**src/rtl/polyphase_s2p.sv**
```systemverilog
// Serial-to-parallel polyphase splitter: groups PHASE_NUM valid samples, aligned to start_i, into one frame.
// Optional macro POLYPHASE_HOLD_EN keeps phases_o at the last frame between strobes instead of zeroing it.
module polyphase_s2p #(
  parameter int DATA_W    = 11,
  parameter int PHASE_NUM = 4,
  parameter int CNT_W     = $clog2(PHASE_NUM)
) (
  input  logic                          clk_i,
  input  logic                          rstn_i,
  input  logic                          start_i,
  input  logic                          valid_i,
  input  logic [DATA_W-1:0]             x_i,
  output logic                          frame_valid_o,
  output logic [PHASE_NUM*DATA_W-1:0]   phases_o,
  output logic                          sync_err_o
);

  typedef enum logic [0:0] {
    IDLE = 1'b0,
    RUN  = 1'b1
  } state_t;

  localparam logic [CNT_W-1:0] LAST_IDX = CNT_W'(PHASE_NUM - 1);

  state_t                              state_r;
  state_t                              state_nxt_s;
  logic [CNT_W-1:0]                    cnt_r;
  logic [CNT_W-1:0]                    cnt_nxt_s;
  logic [CNT_W-1:0]                    idx_s;
  logic [PHASE_NUM-2:0][DATA_W-1:0]    sh_r;
  logic                                accept_s;
  logic                                last_s;
  logic                                err_s;
  logic [PHASE_NUM*DATA_W-1:0]         frame_s;
  logic [PHASE_NUM*DATA_W-1:0]         phases_nxt_s;
  logic                                frame_valid_r;
  logic                                sync_err_r;
  logic [PHASE_NUM*DATA_W-1:0]         phases_r;

  // State register
  always_ff @(posedge clk_i or negedge rstn_i) begin
    if (!rstn_i) begin
      state_r <= IDLE;
    end else begin
      state_r <= state_nxt_s;
    end
  end

  // Next-state logic: start_i is the only way out of IDLE, and RUN is left only by reset
  always_comb begin
    state_nxt_s = state_r;
    case (state_r)
      IDLE: begin
        if (start_i) begin
          state_nxt_s = RUN;
        end else begin
          state_nxt_s = IDLE;
        end
      end
      RUN:     state_nxt_s = RUN;
      default: state_nxt_s = IDLE;
    endcase
  end

  // Sample acceptance, index, counter update and sync-error detection
  always_comb begin
    accept_s  = valid_i && (start_i || (state_r == RUN));
    idx_s     = start_i ? {CNT_W{1'b0}} : cnt_r;
    last_s    = accept_s && (idx_s == LAST_IDX);
    err_s     = start_i && (state_r == RUN) && (cnt_r != {CNT_W{1'b0}});
    cnt_nxt_s = cnt_r;
    if (accept_s) begin
      if (last_s) begin
        cnt_nxt_s = {CNT_W{1'b0}};
      end else begin
        cnt_nxt_s = idx_s + CNT_W'(1);
      end
    end else if (start_i) begin
      cnt_nxt_s = {CNT_W{1'b0}};
    end else begin
      cnt_nxt_s = cnt_r;
    end
  end

  // Output logic: phase 0 is the newest sample, the highest phase the oldest
  always_comb begin
    frame_s = '0;
    frame_s[0 +: DATA_W] = x_i;
    for (int k = 1; k < PHASE_NUM; k++) begin
      frame_s[k*DATA_W +: DATA_W] = sh_r[k-1];
    end
    if (last_s) begin
      phases_nxt_s = frame_s;
    end else begin
`ifdef POLYPHASE_HOLD_EN
      phases_nxt_s = phases_r;
`else
      phases_nxt_s = '0;
`endif
    end
  end

  // Counter and shift line
  always_ff @(posedge clk_i or negedge rstn_i) begin
    if (!rstn_i) begin
      cnt_r <= {CNT_W{1'b0}};
      sh_r  <= '0;
    end else begin
      cnt_r <= cnt_nxt_s;
      if (accept_s) begin
        sh_r[0] <= x_i;
        for (int k = 1; k < PHASE_NUM - 1; k++) begin
          sh_r[k] <= sh_r[k-1];
        end
      end
    end
  end

  // Registered outputs
  always_ff @(posedge clk_i or negedge rstn_i) begin
    if (!rstn_i) begin
      frame_valid_r <= 1'b0;
      sync_err_r    <= 1'b0;
      phases_r      <= '0;
    end else begin
      frame_valid_r <= last_s;
      sync_err_r    <= err_s;
      phases_r      <= phases_nxt_s;
    end
  end

  assign frame_valid_o = frame_valid_r;
  assign sync_err_o    = sync_err_r;
  assign phases_o      = phases_r;

endmodule

```
**config.mk**
```make
export PLATFORM = sky130hd
export DESIGN_NAME = polyphase_s2p
export DESIGN_NICKNAME = d
export VERILOG_FILES = /design/src/rtl/polyphase_s2p.sv
export SDC_FILE = /design/constraint.sdc
export NUM_CORES = 1
export LEC_CHECK = 0
export CELL_PAD_IN_SITES_DETAIL_PLACEMENT = 0
export CELL_PAD_IN_SITES_GLOBAL_PLACEMENT = 1
export CORE_MARGIN = 5
export CORE_UTILIZATION = 37
export CTS_CLUSTER_DIAMETER = 120
export DETAILED_ROUTE_END_ITERATION = 6
export PLACE_DENSITY = 0.83
export SYNTH_ARGS = -nofsm -noshare
export SYNTH_HDL_FRONTEND = slang
export SYNTH_SLANG_ARGS = --single-unit
```
**constraint.sdc**
```tcl
create_clock -name clk_i -period 1.65 [get_ports clk_i]
set_clock_uncertainty 0.1 [all_clocks]
set_input_delay 0.165 -clock clk_i [delete_from_list [all_inputs] [get_ports clk_i]]
set_output_delay 0.165 -clock clk_i [all_outputs]
set_load 0.03 [all_outputs]
```
==> results.cfg, run 1 <==
[floorplanning]
ioPinCount = 61
core-area_um2 = 7770
die_h_um = 99.5
num_rows = 32
die_area_um2 = 9900
initial_core_util_pct = 38.2
die_w_um = 99.5

[run]
cap_viol_max_count = 0

[layout]
area_growth_pct = 34.9
design_area_um2 = 4000
final_common_cell = dfrtp_1
drive_gt1_share_pct = 24.0
diodes = 0
fin_cells = 364
final_nets = 274
mostFrequentLayoutCells = dfrtp_1 (82), and3_1 (44), clkdlybuf4s50_1 (27), mux2_4 (25), dlymetal6s2s_1 (22)

[yosys]
ys_ff_latch = 82
synth_top_area_share_pct = 69.2
synth.area.mux_share_pct = 15.7
syn_inst = 186
synthSimpleGateAreaFrac_pct = 11.1
ys_warn_count = 0
syn-num-nets = 202
synth_top_family_by_area = multiplexers
seq_area_frac_synth_pct = 69.2
synth_area_leader_cell = dfrtp_1
synthAdderAreaFrac_pct = 0.422
synth-compound-area-share_pct = 0.844
yosysUniqueCellTypes = 16
synth_xor_xnor_area_share_pct = 0
syn_area_um2 = 2960
avgSynthCellArea_um2 = 15.9
synth.area.top_cells = dfrtp_1 (69%), mux2_4 (13%), and3_1 (9.3%)

[global_routing]
grtUsageTotal_pct = 11.7
grt_pass1_wl_um = 8760
antenna_found_initial = 0
grt_pass1_vias = 1706
overflow = 0
grt_max_degree = 54

[place]
dp.cells = 348
dpl-instance-area_um2 = 3770
place_ws_ns = -0.0982
io_buffers = 60
dp_hpwl_um = 3570
routabilityCongestion = 0.738

[timing]
fmax_mhz = 624
slew_viol_final = 0
fin_ws_ns = 0.0478
period_minus_slack_ns = 1.60
rsz0062_at_grt = false
post-route-period-util_pct = 97.1
setup_viol = 0
holdWs_ns = 0.0926
relSlewSlack_pct = 76.3
hold_viol = 0
tightestPinTransition_ns = 0.357

[clocking]
clock_sinks = 82
clk_pin_slew_ns = 0.08
cts_setup_buffers = 0
cts_tree = done
cts_buffer_depth = 2
clk_latency_ns = 0.35
clockRootBuffer = clkbuf_8
cts_buffers = 9
htree_num_levels = 3

[pwr]
power_switching_mw = 0.927
p_clk_share_pct = 33.0
p_leak_nw = 2.45
comb_power_share_pct = 10.1
ir_worst_vdd_mv = 0.435
internal_power_mw = 3.01
seqPwrFrac_pct = 56.9
swShare_pct = 23.5
pwr_density_cell_nw_per_um2 = 985

[routing]
drtIter0Drc = 50
firstDrtPassIters = 4
viasPerCell = 4.54
wirelength_um = 5360
route.vias.total = 1653
drc = 0
ant_nets = 0
avgRoutedWirePerCell_um = 14.7

[critical_path]
arrival_ns = 1.34
path_depth = 1
path_class = reg -> out
ff2ff_path_depth = 4
cpPeakStageDelay_ns = 0.66
crit_fanout = 1
slowest_stage = clkdlybuf4s50_1
crit_path_end_kind = output port
path_buf_inv = 1
worstPathRequired_ns = 1.38
crit_family = buffers and inverters
cp-start-kind = register
cp_cell_sequence = clkdlybuf4s50_1

[status]
status = finished, final reports clean

[worst_hold_path]
min_path_type = in -> async
[logic make-up after synthesis]
logic type                 Yosys count
muxes                               33
and+or+nand+nor                     54
adders and majority gates            1
buffers and inverters               13
DFF                                 82
AOI/OAI and AO/OA                    3
[area by class of cell]
cell class | instances | area [um^2]
Clock buffer | 11 | 151
Clock inverter | 4 | 27.5
Fill cell | 678 | 3770
Inverter | 1 | 3.75
Multi-Input combinational cell | 91 | 833
Sequential cell | 82 | 2050
Tap cell | 102 | 128
Timing Repair Buffer | 73 | 803
[metrics by stage]
stage               setup TNS (ns)  power, mW  util [%]
detailed placement           -4.31       2.68      48.5
floorplan                        0       2.50         -
CTS                              0       4.00      50.8
finish                           0       3.94      51.5
global placement             -2.57       2.66      48.5
global route                     0       4.14      51.5
[cells in the mapped netlist]
cell	instances
a32o_1	1
and2_4	1
and3_1	44
buf_6	4
clkbuf_1	8
dfrtp_1	82
ha_1	1
inv_1	1
mux2_2	8
mux2_4	25
nand2_1	4
nor2_1	1
nor2b_1	3
o211a_1	1
o21ai_0	1
or2_4	1
[state kept, by name, indices dropped and copies added (netlist names)]
| register | count |
|---|---|
| state_r | 1 |
| frame_s | 33 |
| sync_err_o | 1 |
| cnt_r | 2 |
| phases_o | 44 |
| frame_valid_o | 1 |
[metal layers]
| layer | vias to the layer above | global-route usage, % | wire [um] |
|---|---|---|---|
| li1 | 793 | - | - |
| met1 | 808 | 15.2 | 2430 |
| met2 | 44 | 16.5 | 2420 |
| met3 | 8 | 4.21 | 389 |
| met4 | 0 | 7.25 | 127 |
| met5 | - | 0 | 0 |
[final timing paths]
path / startpoint / end / slack [ns]
max in group asynchronous: rstn_i / phases_o[33] / 0.85
worst min-delay path: rstn_i / cnt_r[1] / 0.09
min in group clk_i: x_i[4] / phases_o[4] / 0.34
worst max-delay path: phases_o[27] / phases_o[27] / 0.05
worst max register to register: state_r / frame_s[36] / 0.08
worst min register to register: frame_s[38] / frame_s[38] / 0.40
[power groups by stage]
stage                     Combinational (mW)  Sequential (mW)  Clock [mW]
after floorplan                        0.236             2.27           0
after global placement                 0.391             2.27           0
after detailed placement               0.403             2.28           0
after CTS                              0.405             2.24        1.36
after global routing                   0.431             2.26        1.44
final                                  0.397             2.24        1.30
[what timing repair did]
item | in CTS | in global routing
endpoints found under the setup margin | 10 | 22
cloned | 0 | 0
resized for setup | 10 | 22
hold buffers | 1 | 0
hold endpoints to repair | 82 | 0
Note: power is estimated with default switching activity, not from simulation.
==> inputs of run 2 (changes only) <==
--- a/config.mk
+++ b/config.mk
@@ -11,7 +11,7 @@
 export CORE_UTILIZATION = 37
 export CTS_CLUSTER_DIAMETER = 120
 export DETAILED_ROUTE_END_ITERATION = 6
-export PLACE_DENSITY = 0.83
+export PLACE_DENSITY_LB_ADDON = 0.1
 export SYNTH_ARGS = -nofsm -noshare
 export SYNTH_HDL_FRONTEND = slang
 export SYNTH_SLANG_ARGS = --single-unit
==> run 2 against run 1 <==
  * Design area shrank 0.72%
  * Global-route usage grew 0.23 points
  * Sequential share of layout area grew 0.37 points
  * Count of clock-buffer cells in the layout grew 1
  * Critical path depth is the same
  * Sequential power is essentially flat
  * First-iteration DRC count shrank 16%
  * Setup slack lost 0.014 ns
  * Clock power is essentially flat
  * Combinational power is essentially flat
  * Wire length grew 3.9%
  * Largest power group unchanged
==> results.cfg, run 2 (synthesis results as in run 1) <==
[status]
status = finished, final reports clean

[routing]
firstDrtPassIters = 5
avgRoutedWirePerCell_um = 15.3
wirelength_um = 5570
viasPerCell = 4.59
drtIter0Drc = 42
ant_nets = 0
route.vias.total = 1675
drc = 0

[clocking]
cts_buffer_depth = 2
clk_pin_slew_ns = 0.08
clk_latency_ns = 0.34
cts_buffers = 9
cts_setup_buffers = 0
htree_num_levels = 3
clockRootBuffer = clkbuf_8
cts_tree = done
clock_sinks = 82

[place]
routabilityCongestion = 0.733
dpl-instance-area_um2 = 3750
place_ws_ns = -0.116
dp_hpwl_um = 3640
io_buffers = 60

[timing]
rsz0062_at_grt = false
fin_tns_setup_ns = 0
period_minus_slack_ns = 1.62
fin_ws_ns = 0.0341
setup_viol = 0
tightestPinTransition_ns = 0.341
fmax_mhz = 619
post-route-period-util_pct = 97.9
relSlewSlack_pct = 77.2
slew_viol_final = 0
hold_viol = 0

[layout]
final_common_cell = dfrtp_1
area_growth_pct = 33.9
drive_gt1_share_pct = 23.6
multi_input_area_um2 = 833
fillerInstances = 687
final_nets = 274
seqCellArea_um2 = 2050
largest_register_ffs = 44
design_area_um2 = 3970
mostFrequentLayoutCells = dfrtp_1 (82), and3_1 (44), clkdlybuf4s50_1 (40), mux2_4 (25), dlymetal6s2s_1 (15)
diodes = 0

[critical_path]
path_buf_inv = 1
crit_path_end_kind = output port
crit_family = buffers and inverters
worstReg2RegEnd = frame_s[26]
crit_fanout = 1
r2r_setup_slack_ns = 0.08
path_class = reg -> out
cp_cell_sequence = clkdlybuf4s50_1
cp-start-kind = register
slowest_stage = clkdlybuf4s50_1
arrival_ns = 1.35
ff2ff_path_depth = 4
cpPeakStageDelay_ns = 0.67
worstPathRequired_ns = 1.38
reg2reg_from = state_r

[floorplanning]
die_h_um = 99.5
die_area_um2 = 9900
ioPinCount = 61
initial_core_util_pct = 38.2
core-area_um2 = 7770
die_w_um = 99.5
num_rows = 32

[run]
cap_viol_max_count = 0

[global_routing]
grtUsageTotal_pct = 11.9
overflow = 0
grt_max_degree = 39
grt_pass1_vias = 1700
antenna_found_initial = 0
grt_pass1_wl_um = 9120

[worst_hold_path]
min_path_type = in -> async

[pwr]
ir_worst_vdd_mv = 0.411
pwr_density_cell_nw_per_um2 = 987
p_leak_nw = 2.29
## run 2: power by group
group	leakage, nW	internal (mW)	switching (mW)
Clock	0.0786	0.586	0.691
Sequential	1.06	2.15	0.0922
Combinational	1.15	0.243	0.155
Total	2.29	2.98	0.938
## run 2: worst max path at each step
stage	to	from	depth (start not counted)	slack [ns]
6_report	phases_o[37]	phases_o[37]	1	0.03
5_1_grt	sync_err_o	sync_err_o	1	0.001
4_1_cts	phases_o[41]	phases_o[41]	1	0.003
3_5_place_dp	phases_o[20]	start_i	6	-0.12
3_3_place_gp	phases_o[8]	start_i	6	-0.09
2_1_floorplan	frame_s[11]	state_r	5	0.09
## run 2: repair_timing
action                     CTS  global route
hold endpoints to repair    75             0
hold buffers                 1             0
gates resized for setup      4            15
setup endpoints to repair    4            15
## run 2: area by class of cell
class                      instances  share of cell area [%]
clock buffer                      12                    3.66
tap                              102                    3.21
timing repair buffer              73                    19.7
multi-input combinational         91                    21.0
clock inverter                     4                   0.693
sequential                        82                    51.7
inverter                           1                  0.0945
## run 2: routing by layer
layer | GRT usage, % | part of all wire (%) | up-vias
met5 | 0 | 0 | -
met4 | 5.67 | 1.7 | 0
li1 | - | - | 783
met2 | 15.1 | 41 | 56
met3 | 3.72 | 7.2 | 11
met1 | 18.2 | 51 | 825
## run 2: per-stage QoR
stage | utilization [%] | hold slack [ns] | total power [mW] | instances
finish | 51.1 | 0.156 | 3.92 | 365
global route | 51.1 | 0.195 | 4.10 | 365
CTS | 50.6 | 0.145 | 3.99 | 365
detailed placement | 48.3 | -0.0173 | 2.69 | 348
global placement | 48.3 | -0.0183 | 2.68 | 348
floorplan | - | -0.231 | 2.50 | 186
## run 2: worst register-to-register path: stages, from the launching register on
cell,delay (ns)
dfrtp_1,0.42
or2_4,0.27
and2_4,0.19
buf_12,0.17
mux2_4,0.31
==> inputs of run 3 (changes only) <==
--- a/config.mk
+++ b/config.mk
@@ -15,3 +15,4 @@
 export SYNTH_ARGS = -nofsm -noshare
 export SYNTH_HDL_FRONTEND = slang
 export SYNTH_SLANG_ARGS = --single-unit
+export TNS_END_PERCENT = 1
==> results of run 3 <==
Final layout, timing and power as in run 2 (identical DEF).
